### config.mk
export PLATFORM = sky130hd
export DESIGN_NAME = wb_traffic_gen_flat
export DESIGN_NICKNAME = d
export VERILOG_FILES = /design/src/rtl/wb_traffic_gen_if.sv /design/src/rtl/wb_traffic_gen.sv /design/src/flat_wrapper.sv
export SDC_FILE = /design/constraint.sdc
export NUM_CORES = 1
export LEC_CHECK = 0
export CELL_PAD_IN_SITES_DETAIL_PLACEMENT = 1
export CELL_PAD_IN_SITES_GLOBAL_PLACEMENT = 2
export CORE_ASPECT_RATIO = 0.8
export CORE_MARGIN = 5
export CORE_UTILIZATION = 34
export CTS_CLUSTER_SIZE = 8
export DETAILED_ROUTE_END_ITERATION = 10
export PLACE_DENSITY_LB_ADDON = 0.1
export SYNTH_ARGS = -nofsm -noshare
export SYNTH_HDL_FRONTEND = slang
export SYNTH_SLANG_ARGS = --single-unit
### constraint.sdc
create_clock -name wb_clk_i -period 12.3 [get_ports wb_clk_i]
set_input_delay 2.46 -clock wb_clk_i [delete_from_list [all_inputs] [get_ports wb_clk_i]]
set_output_delay 2.46 -clock wb_clk_i [all_outputs]
set_load 0.05 [all_outputs]
### src/rtl/wb_traffic_gen_if.sv
// Wishbone classic/registered-burst bus between the traffic generator (master)
// and the memory slave under test.
interface wb_traffic_gen_if #(
    parameter int DW = 32,
    parameter int AW = 26
);
    logic            wb_cyc_o;
    logic            wb_stb_o;
    logic            wb_we_o;
    logic [AW-1:0]   wb_addr_o;
    logic [DW-1:0]   wb_dat_o;
    logic [DW/8-1:0] wb_sel_o;
    logic [2:0]      wb_cti_o;
    logic            wb_ack_i;
    logic [DW-1:0]   wb_dat_i;

    modport master (
        output wb_cyc_o, wb_stb_o, wb_we_o, wb_addr_o, wb_dat_o, wb_sel_o, wb_cti_o,
        input  wb_ack_i, wb_dat_i
    );

    modport slave (
        input  wb_cyc_o, wb_stb_o, wb_we_o, wb_addr_o, wb_dat_o, wb_sel_o, wb_cti_o,
        output wb_ack_i, wb_dat_i
    );
endinterface

### src/rtl/wb_traffic_gen.sv
// Wishbone burst traffic generator: write, read, or write-then-readback-compare
// runs over an address-derived data pattern, with per-beat ack timeout.
module wb_traffic_gen #(
    parameter int DW      = 32,
    parameter int AW      = 26,
    parameter int BL_MAX  = 8,
    parameter int TIMEOUT = 1024
) (
    input  logic                wb_clk_i,
    input  logic                wb_rst_i,
    wb_traffic_gen_if.master    wb,
    input  logic                start,
    input  logic [1:0]          cfg_mode,
    input  logic [AW-1:0]       cfg_base_addr,
    input  logic [7:0]          cfg_num_bursts,
    input  logic [4:0]          cfg_burst_len,
    input  logic [31:0]         cfg_seed,
    output logic                busy,
    output logic                done,
    output logic                timeout,
    output logic [15:0]         err_cnt,
    output logic [AW-1:0]       first_err_addr
);
    localparam int STEP = DW / 8;
    localparam int TW   = $clog2(TIMEOUT) + 1;
    localparam logic [2:0] CTI_INCR = 3'b010;
    localparam logic [2:0] CTI_END  = 3'b111;

    typedef enum logic [2:0] {IDLE, WR, WGAP, RD, RGAP, FIN} state_t;

    state_t        state;
    logic [1:0]    mode;
    logic [AW-1:0] base;
    logic [31:0]   seed;
    logic [8:0]    nbursts;
    logic [4:0]    blen;
    logic [8:0]    burst_idx;
    logic [4:0]    beat_idx;
    logic [TW-1:0] wait_cnt;

    logic [4:0]    blen_clip;
    logic          last_beat;
    logic          last_burst;
    logic          restart;
    logic [AW-1:0] addr_nx;

    function automatic logic [DW-1:0] pattern(input logic [AW-1:0] a, input logic [31:0] s);
        logic [31:0] w;
        w = 32'(a) ^ s;
        return {(DW/32){w}};
    endfunction

    always_comb begin
        blen_clip = cfg_burst_len;
        if (cfg_burst_len == 5'd0)
            blen_clip = 5'd1;
        else if (cfg_burst_len > 5'(BL_MAX))
            blen_clip = 5'(BL_MAX);
    end

    // Bursts are contiguous, so the next beat is always +STEP except when the
    // write phase hands over to the readback phase at the base address.
    always_comb begin
        last_beat  = (beat_idx == blen - 5'd1);
        last_burst = (burst_idx == nbursts - 9'd1);
        restart    = (state == WR) && last_beat && last_burst && (mode != 2'b00);
        addr_nx    = restart ? base : wb.wb_addr_o + AW'(STEP);
    end

    always_ff @(posedge wb_clk_i or posedge wb_rst_i) begin
        if (wb_rst_i) begin
            state          <= IDLE;
            wb.wb_cyc_o    <= 1'b0;
            wb.wb_stb_o    <= 1'b0;
            wb.wb_we_o     <= 1'b0;
            wb.wb_addr_o   <= '0;
            wb.wb_dat_o    <= '0;
            wb.wb_sel_o    <= '0;
            wb.wb_cti_o    <= 3'b000;
            busy           <= 1'b0;
            done           <= 1'b0;
            timeout        <= 1'b0;
            err_cnt        <= '0;
            first_err_addr <= '0;
            mode           <= 2'b00;
            base           <= '0;
            seed           <= '0;
            nbursts        <= '0;
            blen           <= '0;
            burst_idx      <= '0;
            beat_idx       <= '0;
            wait_cnt       <= '0;
        end else begin
            done <= 1'b0;
            case (state)
                IDLE: if (start) begin
                    mode           <= cfg_mode;
                    base           <= cfg_base_addr;
                    seed           <= cfg_seed;
                    nbursts        <= (cfg_num_bursts == 8'd0) ? 9'd256 : {1'b0, cfg_num_bursts};
                    blen           <= blen_clip;
                    err_cnt        <= '0;
                    first_err_addr <= '0;
                    timeout        <= 1'b0;
                    busy           <= 1'b1;
                    burst_idx      <= '0;
                    beat_idx       <= '0;
                    wait_cnt       <= '0;
                    wb.wb_cyc_o    <= 1'b1;
                    wb.wb_stb_o    <= 1'b1;
                    wb.wb_we_o     <= (cfg_mode != 2'b01);
                    wb.wb_sel_o    <= '1;
                    wb.wb_addr_o   <= cfg_base_addr;
                    wb.wb_dat_o    <= pattern(cfg_base_addr, cfg_seed);
                    wb.wb_cti_o    <= (blen_clip == 5'd1) ? CTI_END : CTI_INCR;
                    state          <= (cfg_mode == 2'b01) ? RD : WR;
                end
                WR, RD: begin
                    if (wb.wb_ack_i) begin
                        wait_cnt <= '0;
                        // During reads wb_dat_o still carries the expected pattern.
                        if (state == RD && mode[1] && wb.wb_dat_i != wb.wb_dat_o) begin
                            if (err_cnt != 16'hFFFF)
                                err_cnt <= err_cnt + 16'd1;
                            if (err_cnt == 16'd0)
                                first_err_addr <= wb.wb_addr_o;
                        end
                        wb.wb_addr_o <= addr_nx;
                        wb.wb_dat_o  <= pattern(addr_nx, seed);
                        if (last_beat) begin
                            beat_idx    <= '0;
                            wb.wb_cyc_o <= 1'b0;
                            wb.wb_stb_o <= 1'b0;
                            wb.wb_we_o  <= 1'b0;
                            wb.wb_cti_o <= (blen == 5'd1) ? CTI_END : CTI_INCR;
                            if (!last_burst) begin
                                burst_idx <= burst_idx + 9'd1;
                                state     <= (state == WR) ? WGAP : RGAP;
                            end else if (restart) begin
                                burst_idx <= '0;
                                state     <= WGAP;
                            end else begin
                                done  <= 1'b1;
                                state <= FIN;
                            end
                        end else begin
                            beat_idx    <= beat_idx + 5'd1;
                            wb.wb_cti_o <= (beat_idx + 5'd2 == blen) ? CTI_END : CTI_INCR;
                        end
                    end else if (wait_cnt == TW'(TIMEOUT - 1)) begin
                        wb.wb_cyc_o <= 1'b0;
                        wb.wb_stb_o <= 1'b0;
                        wb.wb_we_o  <= 1'b0;
                        timeout     <= 1'b1;
                        done        <= 1'b1;
                        state       <= FIN;
                    end else begin
                        wait_cnt <= wait_cnt + TW'(1);
                    end
                end
                // burst_idx is only zero here when the write phase just finished.
                WGAP: begin
                    wb.wb_cyc_o <= 1'b1;
                    wb.wb_stb_o <= 1'b1;
                    wb.wb_we_o  <= (burst_idx != 9'd0);
                    wait_cnt    <= '0;
                    state       <= (burst_idx == 9'd0) ? RD : WR;
                end
                RGAP: begin
                    wb.wb_cyc_o <= 1'b1;
                    wb.wb_stb_o <= 1'b1;
                    wb.wb_we_o  <= 1'b0;
                    wait_cnt    <= '0;
                    state       <= RD;
                end
                FIN: begin
                    busy  <= 1'b0;
                    state <= IDLE;
                end
                default: state <= IDLE;
            endcase
        end
    end
endmodule

### src/flat_wrapper.sv
// flat-port wrapper written by rule: the top's interface ports become plain ports
module wb_traffic_gen_flat 
#(
    parameter int DW      = 32,
    parameter int AW      = 26,
    parameter int BL_MAX  = 8,
    parameter int TIMEOUT = 1024
)
  (wb_clk_i, wb_rst_i, start, cfg_mode, cfg_base_addr, cfg_num_bursts, cfg_burst_len, cfg_seed, busy, done, timeout, err_cnt, first_err_addr, wb_wb_cyc_o, wb_wb_stb_o, wb_wb_we_o, wb_wb_addr_o, wb_wb_dat_o, wb_wb_sel_o, wb_wb_cti_o, wb_wb_ack_i, wb_wb_dat_i);
  wb_traffic_gen_if #(.DW(DW), .AW(AW)) wb_i ();
  input  logic wb_clk_i;
  input  logic wb_rst_i;
  input  logic start;
  input  logic [1:0] cfg_mode;
  input  logic [AW-1:0] cfg_base_addr;
  input  logic [7:0] cfg_num_bursts;
  input  logic [4:0] cfg_burst_len;
  input  logic [31:0] cfg_seed;
  output logic busy;
  output logic done;
  output logic timeout;
  output logic [15:0] err_cnt;
  output logic [AW-1:0] first_err_addr;
  output wire logic [$bits(wb_i.wb_cyc_o)-1:0] wb_wb_cyc_o;
  output wire logic [$bits(wb_i.wb_stb_o)-1:0] wb_wb_stb_o;
  output wire logic [$bits(wb_i.wb_we_o)-1:0] wb_wb_we_o;
  output wire logic [$bits(wb_i.wb_addr_o)-1:0] wb_wb_addr_o;
  output wire logic [$bits(wb_i.wb_dat_o)-1:0] wb_wb_dat_o;
  output wire logic [$bits(wb_i.wb_sel_o)-1:0] wb_wb_sel_o;
  output wire logic [$bits(wb_i.wb_cti_o)-1:0] wb_wb_cti_o;
  input wire logic [$bits(wb_i.wb_ack_i)-1:0] wb_wb_ack_i;
  input wire logic [$bits(wb_i.wb_dat_i)-1:0] wb_wb_dat_i;
  assign wb_wb_cyc_o = wb_i.wb_cyc_o;
  assign wb_wb_stb_o = wb_i.wb_stb_o;
  assign wb_wb_we_o = wb_i.wb_we_o;
  assign wb_wb_addr_o = wb_i.wb_addr_o;
  assign wb_wb_dat_o = wb_i.wb_dat_o;
  assign wb_wb_sel_o = wb_i.wb_sel_o;
  assign wb_wb_cti_o = wb_i.wb_cti_o;
  assign wb_i.wb_ack_i = wb_wb_ack_i;
  assign wb_i.wb_dat_i = wb_wb_dat_i;
  wb_traffic_gen #(.DW(DW), .AW(AW), .BL_MAX(BL_MAX), .TIMEOUT(TIMEOUT)) u_core (.wb_clk_i(wb_clk_i), .wb_rst_i(wb_rst_i), .wb(wb_i), .start(start), .cfg_mode(cfg_mode), .cfg_base_addr(cfg_base_addr), .cfg_num_bursts(cfg_num_bursts), .cfg_burst_len(cfg_burst_len), .cfg_seed(cfg_seed), .busy(busy), .done(done), .timeout(timeout), .err_cnt(err_cnt), .first_err_addr(first_err_addr));
endmodule
==> results.yml, run 1 <==
place:
  post-dp-hpwl_um: 30690
  numPortBuffers: 221
  place_ws_ps: 6420
  dpl.cell_count: 2025
  globalplace.congestion: 0.7960
sta:
  hold_violations: 0
  post-route-min-period_ps: 5324
  max_clock_freq_mhz: 187.8
  timing.clock.skew_ps: 9.349
  post-route-worst-setup-slack_ps: 6976
  hold-worst-slack_ps: 473.4
  maxSlewViolCount: 0
  report.final.setup_viol: 0
  final_min_period_over_clock_period_pct: 43.29
  max_slew.worst_pin.slew_ps: 1068
  totalNegativeSetupSlack_ps: 0
  setup_repair_after_global_routing_missed_its_margin: "false"
  timing.max_slew.rel_slack_pct: 28.60
yosys:
  synth.net_count: 1512
  post_synth.cell_area_avg_um2: 8.753
  synth-main-ff-cell: "dfrtp_1"
  synth_seq_cells: 210
  netlist_area_mm2: 0.01218
  seq_area_frac_synth_pct: 43.13
  synth_largest_area_cell: "dfrtp_1"
  ys.warnings.count: 0
  post_synth_num_cell_types: 65
  post-synth-top-area-fraction_pct: 43.13
  synth_cells: 1392
  synth_edf_count: 0
  synth_async_sr_flop_share_pct: 100.0
  ys_top_cells_by_area: "dfrtp_1, nand2_1, xnor2_1, mux2i_1, o211ai_1"
layout:
  drive_gt1_share_pct: 4.681
  area.growth.synth_to_final_pct: 28.08
  finish.cell_count_without_fillers: 2062
  layout.nets: 1698
power:
  power_density_mw_per_mm2: 268.1
  post_layout_total_power_mw: 4.184
  irDropWorstVdd_mv: 0.1230
  static-leakage-power_nw: 6.511
clock_network:
  clockRootBuffer: "clkbuf_16"
  cts_repair_resize_count: 0
  clock-sinks: 210
  cts_tree: "built"
  clock_tree.buffer_depth: 3
  cts-htree-levels: 1
  clkSlewWorstSetupHoldPaths_ps: 50
  buffer_count_from_post_cts_setup_fixing: 0
  cts_inserted_buffers: 30
  holdBufCountCts: 0
  clk_latency_ps: 560
worst_setup_path:
  critPathTopFamily: "buffers and inverters"
  worstSetupPathDepth: 9
  r2r.worst_path.cells: 8
  crit_path_start: "start"
  worstPathCellList: "clkdlybuf4s50_1 > nor3b_1 > nor2b_4 > buf_4 > a41oi_2 > buf_4 > a21oi_4 > buf_4 > mux2i_1"
  crit_slowest_cell: "clkdlybuf4s50_1"
  rrSetupSlack_ps: 8650
  critPathMostFrequentCell: "buf_4"
  rr_startpoint: "u_core.state[0]"
  timing.critical_path.slowest_cell_delay_ps: 500
  required_time_of_the_critical_path_ps: 12770
  worst_setup_path_start_kind: "input port"
  crit-reg2reg-capture: "u_core.wb.wb_addr_o[1]"
  worstPathBufferInverterCount: 4
  crit_path_end_kind: "flip-flop"
  timing.critical_path.arrival_ps: 5790
  setup.worst_path.end: "u_core.first_err_addr[8]"
  worstPathMaxFanout: 50
  worstSetupPathType: "in2reg"
global_routing:
  grt_pass1_vias: 11403
  grt_start_max_net_pins: 74
  grt.overflow.total: 0
  number_of_antenna_violations_at_the_first_check_in_global_routing: 1
  grt_first_pass_wirelength_um: 68580
  grtUsageTotal_pct: 21.72
floorplan:
  die_height_um: 179.3
  floorplan.rows: 62
  dieArea_mm2: 0.03975
  total_core_area_mm2: 0.03561
  start_util_pct: 34.22
  i_o_pin_total: 222
  dieWidth_um: 221.6
drt:
  route.detailed.drc: 0
  via_count: 10983
  routed_via_density: 5.326
  drtPass1Iterations: 4
  drt-wirelength-per-cell_um: 21.53
  drt-total-wl_um: 44400
  ant_nets: 0
  detail_route.iter0.violations: 558
flow_run:
  timing.max_cap.violations: 0
min_path:
  hold_path_startpoint: "u_core.seed[29]"
  hold_path.class: "reg2reg"
status:
  run_status: "finished, final reports clean"
## final cells by class
type,count,area [um2]
fill,4093,20000
multi-input combinational,1056,6456
sequential,210,5255
timing repair buffer,237,2330
clock buffer,34,787.0
tap,480,600.6
inverter,43,168.9
clock inverter,1,5.005
antenna,1,2.502
## cells by family after synthesis
group / Yosys count / synth area share, %
mux: 36 / 2.958
compound gates: 283 / 16.08
simple gates: 616 / 24.29
buf+inv: 126 / 4.395
fa+ha+maj: 11 / 1.130
xor+xnor: 110 / 8.020
flops: 210 / 43.13
## worst reg2reg max path: stages (launching register included)
cell     delay (ps)
dfrtp_1         530
nor2b_4         550
buf_4           590
nand2_1         150
buf_4           310
o31a_1          390
a31o_1          330
or2_1           330
a221o_1         360
## stage by stage
stage | area, um2 | utilization (%)
final | 15610 | 43.83
after global routing | 15610 | 43.83
after CTS | 15600 | 43.80
after global placement | 14810 | 41.58
after floorplan | 12180 | -
after detailed placement | 14810 | 41.58
## worst min path at each step
stage	depth (start not counted)	end	slack, ps
2_1_floorplan	2	u_core.mode[0]	440
3_3_place_gp	2	u_core.mode[0]	460
3_5_place_dp	1	u_core.wb.wb_cti_o[1]	460
4_1_cts	1	u_core.wb.wb_cti_o[1]	480
5_1_grt	1	u_core.wb.wb_cti_o[1]	500
6_report	2	u_core.seed[29]	470
## sequential cells by signal, summed over array words and instances (netlist names)
register,flops
u_core.beat_idx,5
u_core.first_err_addr,26
u_core.base,26
u_core.timeout,1
u_core.done,1
u_core.seed,32
u_core.wait_cnt,11
u_core.wb.wb_addr_o,26
u_core.err_cnt,16
u_core.burst_idx,9
u_core.mode,2
u_core.wb.wb_we_o,1
u_core.wb.wb_cyc_o,1
u_core.busy,1
u_core.wb.wb_sel_o,1
u_core.nbursts,9
u_core.blen,5
u_core.state,3
u_core.wb.wb_cti_o,2
u_core.wb.wb_dat_o,32
## where the power goes
group	switching [mW]	internal [mW]
Combinational	1.32	0.773
Clock	0.314	0.440
Sequential	0.367	0.970
Total	2.00	2.18
## cell usage in the layout, fill, tap and decap left out, types with 7 or more instances in the layout
cell	n
nand2b_1	8
o31ai_1	33
a31oi_1	10
o211ai_1	44
ha_1	11
or3_1	9
nor3_1	10
and3_1	29
xnor2_1	78
nand2_1	295
inv_1	42
nor2_1	71
buf_4	15
nor3b_1	16
a211oi_1	7
clkbuf_16	31
nand3_1	28
xor2_1	31
nor2b_1	45
nor4_1	14
dfrtp_1	210
nand4_1	21
o21ai_0	53
or4_1	11
a21oi_1	43
clkdlybuf4s50_1	221
and2_1	32
o221ai_1	7
a22oi_1	37
mux2i_1	36
## cell usage after synthesis, drive strengths merged, types with 2 or more instances
master / number
a211oi: 8
a21boi: 2
a21o: 4
a21oi: 45
a221o: 2
a22o: 5
a22oi: 37
a31oi: 10
a41o: 2
and2: 33
and3: 30
and4: 6
buf: 20
clkbuf: 63
dfrtp: 210
ha: 11
inv: 43
mux2i: 36
nand2: 295
nand2b: 10
nand3: 29
nand4: 21
nor2: 72
nor2b: 47
nor3: 12
nor3b: 16
nor4: 15
nor4b: 2
o211ai: 49
o21ai: 56
o221ai: 7
o311ai: 8
o31a: 4
o31ai: 33
o32ai: 2
o41ai: 3
or2: 5
or3: 9
or4: 12
xnor2: 78
xor2: 31
## routing by layer
metal | wire (um) | part of all wire [%] | global-route usage, % | vias to the layer above
li1 | - | - | - | 5211
met1 | 22020 | 50 | 31.40 | 5512
met2 | 20000 | 45 | 34.68 | 208
met3 | 1549 | 3.5 | 3.552 | 52
met4 | 841 | 1.9 | 4.570 | 0
met5 | 0 | 0 | 0 | -
No activity file was read; power rests on OpenSTA's default activity.
==> run 2: changes to the inputs <==
--- a/config.mk
+++ b/config.mk
@@ -9,7 +9,7 @@
 export CELL_PAD_IN_SITES_GLOBAL_PLACEMENT = 2
 export CORE_ASPECT_RATIO = 0.8
 export CORE_MARGIN = 5
-export CORE_UTILIZATION = 34
+export CORE_UTILIZATION = 32
 export CTS_CLUSTER_SIZE = 8
 export DETAILED_ROUTE_END_ITERATION = 10
 export PLACE_DENSITY_LB_ADDON = 0.1
==> constraint.sdc (replaced) <==
create_clock -name wb_clk_i -period 5.5 [get_ports wb_clk_i]
set_input_delay 1.1 -clock wb_clk_i [delete_from_list [all_inputs] [get_ports wb_clk_i]]
set_output_delay 1.1 -clock wb_clk_i [all_outputs]
set_load 0.05 [all_outputs]
==> results.yml, run 2 (synthesis results as in run 1) <==
worst_setup_path:
  timing.critical_path.arrival_ps: 4390
  required_time_of_the_critical_path_ps: 5960
  worstSetupPathType: "reg2reg"
  crit_path_end_kind: "flip-flop"
  worst_setup_path_start_kind: "flip-flop"
  worstPathMaxFanout: 41
sta:
  timing.max_slew.rel_slack_pct: 26.74
  post-route-min-period_ps: 3925
  setup_repair_after_global_routing_missed_its_margin: "false"
  maxSlewViolCount: 0
  totalNegativeSetupSlack_ps: 0
  max_slew.worst_pin.slew_ps: 1096
  final_min_period_over_clock_period_pct: 71.36
  max_clock_freq_mhz: 254.8
  hold_violations: 0
  report.final.setup_viol: 0
  timing.clock.skew_ps: 13.76
floorplan:
  dieWidth_um: 228.2
  i_o_pin_total: 222
  floorplan.rows: 64
  die_height_um: 184.5
  start_util_pct: 32.10
  dieArea_mm2: 0.04210
  total_core_area_mm2: 0.03796
clock_network:
  clockRootBuffer: "clkbuf_16"
  clk_latency_ps: 560
  cts-htree-levels: 1
  clkSlewWorstSetupHoldPaths_ps: 60
  cts_inserted_buffers: 30
  buffer_count_from_post_cts_setup_fixing: 0
  holdBufCountCts: 0
  clock-sinks: 210
  clock_tree.buffer_depth: 3
  cts_tree: "built"
  cts_repair_resize_count: 0
place:
  numPortBuffers: 221
  post-dp-hpwl_um: 32440
  globalplace.congestion: 0.7997
power:
  power_density_mw_per_mm2: 601.4
  cellInternalPower_mw: 4.934
  seqPwrFrac_pct: 31.9
  pwr-share-clk_pct: 18.1
  p_comb_share_pct: 50.0
  p_sw_share_pct: 47.76
  total_switching_power_mw: 4.512
  irDropWorstVdd_mv: 0.2992
  static-leakage-power_nw: 6.546
layout:
  layout.nets: 1703
  layout.filler_cells: 4416
  drive_gt1_share_pct: 4.984
  final_core_util_pct: 41.38
  multiInputGateArea_mm2: 0.006456
  area.growth.synth_to_final_pct: 28.91
  top_regs: "u_core.seed: 32 flops, u_core.wb.wb_dat_o: 32 flops"
  commonest_non_fill_non_tap_cell_in_the_layout: "nand2_1"
  most-common-layout-cells: "nand2_1, clkdlybuf4s50_1, dfrtp_1"
  sequential_cell_area_mm2: 0.005255
status:
  run_status: "finished, final reports clean"
global_routing:
  grt_pass1_vias: 11649
  number_of_antenna_violations_at_the_first_check_in_global_routing: 1
  grt.overflow.total: 0
  grt_first_pass_wirelength_um: 70910
  grtUsageTotal_pct: 21.17
  grt_start_max_net_pins: 101
min_path:
  hold_path.class: "reg2reg"
drt:
  via_count: 11051
  routed_via_density: 5.310
  detail_route.iter0.violations: 590
  drt-wirelength-per-cell_um: 21.72
  ant_nets: 0
  drt-total-wl_um: 45190
  route.detailed.drc: 0
  drtPass1Iterations: 5
flow_run:
  timing.max_cap.violations: 0
==> run 2: through the flow <==
step | std cells | area (um2) | setup slack (ps) | total power [mW] | hold WS (ps)
2_1_floorplan | 1392 | 12190 | 1672 | 6.004 | 440.3
3_3_place_gp | 2046 | 14890 | 1499 | 7.701 | 459.9
3_5_place_dp | 2046 | 14890 | 1417 | 7.803 | 462.3
6_report | 2081 | 15710 | 1575 | 9.446 | 473.4
5_1_grt | 2081 | 15710 | 1243 | 10.07 | 496.8
4_1_cts | 2080 | 15700 | 1516 | 9.573 | 476.0
==> run 2: routing by layer <==
metal	vias to the layer above	routed length, um	track usage, %
met5	-	0	0
met4	0	813	4.040
met3	51	1486	3.003
met2	199	21060	35.14
met1	5574	21830	29.95
li1	5227	-	-
==> run 2: layout make-up <==
class / instances / area share (%)
multi-input cells: 1056 / 41.11
flip-flops and latches: 210 / 33.46
repair buffers: 242 / 15.25
clock buffers: 33 / 4.987
well taps: 495 / 3.943
inverters: 43 / 1.052
clock inverters: 1 / 0.1912
diodes: 1 / 0.01593
==> run 2: power groups by stage <==
stage | clock network, mW | logic, mW | registers, mW
2_1_floorplan | 0 | 2.19 | 3.81
3_3_place_gp | 0 | 4.66 | 3.04
3_5_place_dp | 0 | 4.76 | 3.05
4_1_cts | 1.77 | 4.77 | 3.03
5_1_grt | 1.83 | 5.10 | 3.14
6_report | 1.71 | 4.72 | 3.01
==> run 2: worst paths after layout <==
path                       cells past startpoint              start                         to  slack [ps]
setup / recovery                              10  u_core.nbursts[0]    u_core.wb.wb_addr_o[16]        1580
hold / removal                                 2    u_core.seed[29]            u_core.seed[29]         470
setup reg to reg                              10  u_core.nbursts[0]    u_core.wb.wb_addr_o[16]        1580
hold reg to reg                                2    u_core.seed[29]            u_core.seed[29]         470
max in group asynchronous                      3           wb_rst_i        u_core.burst_idx[3]        3660
min in group asynchronous                      2           wb_rst_i  u_core.first_err_addr[11]         910
==> run 2: critical path: stages (launching register included) <==
cell and delay [ps]:
dfrtp_1 430, inv_1 90, ha_1 250, or3b_2 490
nor4_1 230, o32ai_1 170, o21ai_2 420, nand3_2 840
buf_4 500, and2_1 160, o31ai_1 220
